--- config.mk ---
export PLATFORM = sky130hd
export DESIGN_NAME = ip_uart_rx_inst
export DESIGN_NICKNAME = d
export VERILOG_FILES = /design/src/rtl/ip_uart_pkg.sv /design/src/rtl/ip_uart_rx.sv /design/src/rtl/ip_uart_rx_inst.sv
export SDC_FILE = /design/constraint.sdc
export NUM_CORES = 1
export LEC_CHECK = 0
export CAP_MARGIN = 20
export CORE_ASPECT_RATIO = 0.7
export CORE_MARGIN = 8
export CORE_UTILIZATION = 34
export CTS_CLUSTER_SIZE = 28
export DETAILED_ROUTE_END_ITERATION = 10
export PLACE_DENSITY = 0.65
export SYNTH_ARGS = -nofsm -noshare
export SYNTH_HDL_FRONTEND = slang
export SYNTH_HIERARCHICAL = 1
export SYNTH_SLANG_ARGS = --single-unit
export TNS_END_PERCENT = 5
--- constraint.sdc ---
create_clock -name clk -period 5 [get_ports clk]
set_input_delay 1.25 -clock clk [delete_from_list [all_inputs] [get_ports clk]]
set_output_delay 1.25 -clock clk [all_outputs]
set_load 0.02 [all_outputs]
--- src/rtl/ip_uart_pkg.sv ---
// Shared definitions for the I/O-mapped UART receiver.
//   rx_state_e  : receiver FSM encoding
//   ST_*        : bit positions in the status port byte
//   FIFO_DEPTH  : entries in the optional receive FIFO (UART_RX_FIFO_EN)
package ip_uart_pkg;
  typedef enum logic [1:0] {IDLE, START, DATA, STOP} rx_state_e;

  localparam int ST_READY = 0;
  localparam int ST_OVR   = 1;
  localparam int ST_FERR  = 2;
  localparam int ST_BUSY  = 3;
  localparam int ST_FULL  = 4;

  localparam int FIFO_DEPTH = 4;
endpackage

--- src/rtl/ip_uart_rx.sv ---
// 8N1 serial deserialiser: 2-FF input synchroniser, bit timer and FSM.
// Ports:
//   clk, reset       : clock, async active-high reset
//   uart_rx          : asynchronous serial line (idles high)
//   rx_data[7:0]     : last assembled byte (valid when byte_valid)
//   byte_valid       : 1-clk pulse, good stop bit seen
//   frame_err_pulse  : 1-clk pulse, stop bit sampled low (byte discarded)
//   busy             : FSM not in IDLE
module ip_uart_rx
  import ip_uart_pkg::*;
#(
  parameter int clk_freq  = 27000000,
  parameter int uart_freq = 115200
) (
  input  logic       clk,
  input  logic       reset,
  input  logic       uart_rx,
  output logic [7:0] rx_data,
  output logic       byte_valid,
  output logic       frame_err_pulse,
  output logic       busy
);
  localparam int BP   = clk_freq / uart_freq;
  localparam int HALF = BP / 2;
  localparam int CW   = $clog2(BP + 1);
  localparam logic [CW-1:0] BP_M1   = CW'(BP - 1);
  localparam logic [CW-1:0] HALF_M1 = CW'(HALF - 1);

  logic [1:0]    sync;
  logic          rx_s;
  rx_state_e     state, state_n;
  logic [CW-1:0] cnt, cnt_n;
  logic [2:0]    idx, idx_n;
  logic [7:0]    sh, sh_n;

  assign rx_s = sync[1];

  always_ff @(posedge clk or posedge reset) begin
    if (reset) begin
      sync  <= 2'b11;
      state <= IDLE;
      cnt   <= '0;
      idx   <= '0;
      sh    <= '0;
    end else begin
      sync  <= {sync[0], uart_rx};
      state <= state_n;
      cnt   <= cnt_n;
      idx   <= idx_n;
      sh    <= sh_n;
    end
  end

  always_comb begin
    state_n         = state;
    cnt_n           = cnt;
    idx_n           = idx;
    sh_n            = sh;
    byte_valid      = 1'b0;
    frame_err_pulse = 1'b0;
    case (state)
      IDLE: if (!rx_s) begin
        cnt_n   = HALF_M1;  // land the next samples mid-bit
        state_n = START;
      end
      START: if (cnt == '0) begin
        if (!rx_s) begin
          state_n = DATA;
          cnt_n   = BP_M1;
          idx_n   = '0;
        end else begin
          state_n = IDLE;   // start bit did not survive to mid-bit: glitch
        end
      end else cnt_n = cnt - 1'b1;
      DATA: if (cnt == '0) begin
        sh_n  = {rx_s, sh[7:1]};  // LSB first
        cnt_n = BP_M1;
        idx_n = idx + 3'd1;
        if (idx == 3'd7) state_n = STOP;
      end else cnt_n = cnt - 1'b1;
      STOP: if (cnt == '0) begin
        if (rx_s) byte_valid      = 1'b1;
        else      frame_err_pulse = 1'b1;
        // back to IDLE at mid-stop so a following start edge is not missed
        state_n = IDLE;
      end else cnt_n = cnt - 1'b1;
      default: state_n = IDLE;
    endcase
  end

  assign rx_data = sh;
  assign busy    = (state != IDLE);
endmodule

--- src/rtl/ip_uart_rx_inst.sv ---
// UART receiver peripheral on the Z80-style I/O bus.
//   io_base   : status port (read: {3'b0, full, busy, framing_err, overrun,
//               rx_ready}; write: clears overrun/framing_err)
//   io_base+1 : data port (read pops the byte; writes ignored)
// Ports: clk, reset (async active-high), enable (bus-phase qualifier),
//   iorq_n/wr_n/rd_n/a/d (bus), q/q_en (read data + decode), uart_rx (serial
//   in), rx_int (level IRQ while data pending).
// Build option: define UART_RX_FIFO_EN to replace the single holding register
// with a 4-entry FIFO; status bit 4 then reports FIFO full.
module ip_uart_rx_inst
  import ip_uart_pkg::*;
#(
  parameter int          clk_freq  = 27000000,
  parameter int          uart_freq = 115200,
  parameter logic [7:0]  io_base   = 8'h12
) (
  input  logic       clk,
  input  logic       reset,
  input  logic       enable,
  input  logic       iorq_n,
  input  logic       wr_n,
  input  logic       rd_n,
  input  logic [7:0] a,
  input  logic [7:0] d,
  output logic [7:0] q,
  output logic       q_en,
  input  logic       uart_rx,
  output logic       rx_int
);
  logic [7:0] rx_data, rd_data, status;
  logic       byte_valid, frame_err_pulse, busy;
  logic       dec_st, dec_dt, ff_rd_n, ff_wr_n, pop, err_clr;
  logic       rx_ready, full, overrun, framing_err, ovr_set;
  logic       unused_d;

  assign unused_d = ^d;  // data-port writes carry no function

  ip_uart_rx #(.clk_freq(clk_freq), .uart_freq(uart_freq)) u_rx (
    .clk(clk), .reset(reset), .uart_rx(uart_rx), .rx_data(rx_data),
    .byte_valid(byte_valid), .frame_err_pulse(frame_err_pulse), .busy(busy)
  );

  assign dec_st = !iorq_n && (a == io_base);
  assign dec_dt = !iorq_n && (a == io_base + 8'd1);

  // previous strobe levels give one action per bus cycle however long it is
  always_ff @(posedge clk or posedge reset) begin
    if (reset) begin
      ff_rd_n <= 1'b1;
      ff_wr_n <= 1'b1;
    end else if (enable) begin
      ff_rd_n <= rd_n;
      ff_wr_n <= wr_n;
    end
  end

  assign pop     = enable && dec_dt && !rd_n && ff_rd_n;
  assign err_clr = enable && dec_st && !wr_n && ff_wr_n;

`ifdef UART_RX_FIFO_EN
  logic [7:0] mem [FIFO_DEPTH];
  logic [1:0] wp, rp;
  logic [2:0] count;
  logic       do_pop, push;

  assign full     = (count == 3'(FIFO_DEPTH));
  assign rx_ready = (count != 3'd0);
  assign do_pop   = pop && rx_ready;
  assign push     = byte_valid && (!full || do_pop);
  assign ovr_set  = byte_valid && full && !pop;
  assign rd_data  = mem[rp];

  always_ff @(posedge clk or posedge reset) begin
    if (reset) begin
      for (int i = 0; i < FIFO_DEPTH; i++) mem[i] <= '0;
      wp    <= '0;
      rp    <= '0;
      count <= '0;
    end else begin
      if (push) begin
        mem[wp] <= rx_data;
        wp      <= wp + 2'd1;
      end
      if (do_pop) rp <= rp + 2'd1;
      if (push && !do_pop)      count <= count + 3'd1;
      else if (!push && do_pop) count <= count - 3'd1;
    end
  end
`else
  logic [7:0] data_r;

  assign full    = 1'b0;
  assign ovr_set = byte_valid && rx_ready && !pop;
  assign rd_data = data_r;

  always_ff @(posedge clk or posedge reset) begin
    if (reset) begin
      data_r   <= '0;
      rx_ready <= 1'b0;
    end else if (byte_valid) begin
      // a pop in the same cycle frees the register for the new byte
      if (!rx_ready || pop) begin
        data_r   <= rx_data;
        rx_ready <= 1'b1;
      end
    end else if (pop) begin
      rx_ready <= 1'b0;
    end
  end
`endif

  // a set in the same cycle as a clear wins
  always_ff @(posedge clk or posedge reset) begin
    if (reset) begin
      overrun     <= 1'b0;
      framing_err <= 1'b0;
    end else begin
      if (ovr_set)      overrun <= 1'b1;
      else if (err_clr) overrun <= 1'b0;
      if (frame_err_pulse) framing_err <= 1'b1;
      else if (err_clr)    framing_err <= 1'b0;
    end
  end

  always_comb begin
    status           = '0;
    status[ST_READY] = rx_ready;
    status[ST_OVR]   = overrun;
    status[ST_FERR]  = framing_err;
    status[ST_BUSY]  = busy;
    status[ST_FULL]  = full;
  end

  always_comb begin
    q = '0;
    if (!rd_n && dec_st)      q = status;
    else if (!rd_n && dec_dt) q = rd_data;
  end

  assign q_en   = (dec_st || dec_dt) && !rd_n;
  assign rx_int = rx_ready;
endmodule

==> metrics.txt <==
Worst-path clk slew 60 ps; Total GRT Usage 10.44%; Seq/Total Area, Yosys 46.56%; vias in the first global route 1,365; Max Used Layer met4; drt initial violations 88; CTS tree done; row count 23; Initial Util 34.67%; post-route clock skew 9.212 ps; final hold violation count 0; drt via density 5.168; Critical Path End Type primary output; CTS root buffer clkbuf_8; wire length on met2 1651 um; setup_tns 0 ps; Synth Register Bits 36; max-cap violations 0; antenna viol nets, final 0; clk sinks 36; wire length of the first global-routing pass 7093 um; Detailed Route WL 4057 um; CP Data Required Time 3750 ps; total number of vias 1,411; Final setup viols 0; Synth async-reset ratio 100.0%; M1 wire length 2152 um; io pins 33; Ys Warns 6; post-CTS sizing 0; Reg2Reg Setup Slack 2330 ps; Overflow after GRT 0; worst vdd ir 94.57 uV; worst setup margin 244.1 ps; met3 routed WL 182 um; Cells after Synth 172; crit path time final 4756 ps; RSZ-0062 raised after global routing false; DRC Markers 0; DR WL/cell 14.86 um; Placer Congestion 0.7846; dpl ws 240.6 ps; Mapped Area 1946 um2; hpwl dp 3013 um; pin count of the biggest net entering global routing 24; Crit Path Max Fanout 7; Post-CTS Setup Bufs 0; depth of the CTS H-tree 2; startpoint types primary input; fmax 0.2103 GHz; Max-slew headroom 38.59%; leakage power 1.050 nW; Die Y-Extent 79.29 um; ANT cells 0; width of the die 106.4 um; CTS buffer count 5; CP arrival 3510 ps; Post-Syn Area per Cell 11.31 um2; Nets 228; Tcrit/Tclk final 95.12%; Worst-Margin Slew 920.1 ps; outcome complete, no violations; Hold Crit Class reg2reg; initial antenna violation count 0; PortBufs 24; Power Dens Cells 223.9 nW/um2; Worst-Skew Late Latency 290 ps; synth unique cells 45; Syn Nets 203; Core Box Area 5612 um2; Pins Over Slew Limit 0; layout cells sized above 1 21.72%; Post-synth EDFFs 0; Layout area overhead 19.61%; die area 8438 um2; WS Path Type in2out; hold_buf cts 0; Post-synth top flop dfrtp_1; router iterations before antenna repair 4; CTS Buffer Depth 2
[sequential cells by signal (all words and copies together) (netlist names), named ones only]
register,flops
u_rx/rx_data,8
u_rx/state,1
data_r,8
u_rx/cnt,8
overrun,1
ff_rd_n,1
framing_err,1
ff_wr_n,1
rx_int,1
u_rx/idx,3
u_rx/sync,2
[layout by cell type, fill, tap and decap left out, drive strengths merged, types with 2 or more instances in the layout]
| cell type | synthesis | routed |
|---|---|---|
| dfrtp | 32 | 32 |
| clkdlybuf4s50 | 0 | 24 |
| mux2 | 19 | 19 |
| nor2 | 13 | 13 |
| a21oi | 12 | 12 |
| inv | 8 | 8 |
| ha | 8 | 8 |
| nand2 | 7 | 7 |
| o21ai | 7 | 7 |
| and3 | 7 | 7 |
| clkbuf | 4 | 6 |
| nor3 | 5 | 5 |
| mux2i | 4 | 4 |
| a21o | 4 | 4 |
| dfstp | 4 | 4 |
| nand3 | 4 | 4 |
| o41ai | 3 | 3 |
| or3 | 3 | 3 |
| nand4 | 2 | 2 |
| o211ai | 2 | 2 |
| a22o | 2 | 2 |
| nor3b | 2 | 2 |
| a2111oi | 2 | 2 |
| clkinv | 1 | 2 |
[metrics by stage]
step / hold WS [ps] / total power, W / instance area (um2) / util (%) / std cells
6_report: 359.4 / 0.0005210 / 2327 / 41.47 / 273
5_1_grt: 366.1 / 0.0005468 / 2327 / 41.47 / 273
4_1_cts: 360.7 / 0.0005285 / 2327 / 41.47 / 273
3_5_place_dp: 350.9 / 0.0003269 / 2242 / 39.96 / 265
3_3_place_gp: 345.3 / 0.0003265 / 2242 / 39.96 / 265
2_1_floorplan: 345.2 / 0.0003125 / 1946 / - / 172
[where the power goes]
group          leakage, nW  internal (W)  switching (W)
clock               0.0412     0.0000973       0.000103
sequential           0.475      0.000295     0.00000187
combinational        0.534     0.0000129      0.0000108
total                 1.05      0.000406       0.000115
[cell usage after synthesis (all sizes together), types with 3 or more instances]
library cell | n | area [um2]
dfrtp | 32 | 800.8
mux2 | 19 | 221.5
nor2 | 13 | 48.80
a21oi | 12 | 63.81
ha | 8 | 100.1
inv | 8 | 30.03
and3 | 7 | 48.80
nand2 | 7 | 26.28
o21ai | 7 | 35.03
nor3 | 5 | 25.02
a21o | 4 | 30.03
clkbuf | 4 | 15.01
dfstp | 4 | 105.1
mux2i | 4 | 40.04
nand3 | 4 | 25.02
o41ai | 3 | 26.28
or3 | 3 | 25.03
[metal layers]
layer	GRT usage, %	up-vias
met3	2.668	8
met4	4.615	0
li1	-	683
met2	14.26	27
met5	0	-
met1	14.99	693
[worst max-delay path, stage by stage]
cell and delay [ps]:
clkdlybuf4s50_1 390, or4_1 550, or3_4 430, clkinv_4 100
and3_2 170, clkdlybuf4s50_1 610
[kinds of logic (layout without fill, tap and decap cells)]
group                    after synthesis  after routing  share of synthesized area, %
AND/OR/NAND/NOR                       50             50                         15.56
AO/OA/AOI/OAI                         40             40                         15.37
flip-flops                            36             36                         46.56
multiplexers                          23             23                         13.44
buffers and inverters                 15             41                         3.923
adder cells (fa/ha/maj)                8              8                         5.145
[final cells by class]
cell class              count  area (um2)
multi-input cells         121       963.4
clock buffers               6       72.57
repair buffers             24       240.2
flip-flops and latches     36       905.9
fillers                   550        3284
well taps                  75       93.84
inverters                   9       38.79
clock inverters             2       12.51
[final timing paths]
check / from / end / cells past startpoint
max: a[6] / q[4] / 6
min: u_rx/sync[0]$_DFF_PP1_ / u_rx/sync[1]$_DFF_PP1_ / 0
max reg2reg: u_rx/cnt[0]$_DFFE_PP0P_ / data_r[6]$_DFFE_PP0P_ / 8
min reg2reg: u_rx/sync[0]$_DFF_PP1_ / u_rx/sync[1]$_DFF_PP1_ / 0
max in group asynchronous: reset / u_rx/cnt[1]$_DFFE_PP0P_ / 2
min in group asynchronous: reset / data_r[6]$_DFFE_PP0P_ / 2
No activity file was read; power rests on OpenSTA's default activity.
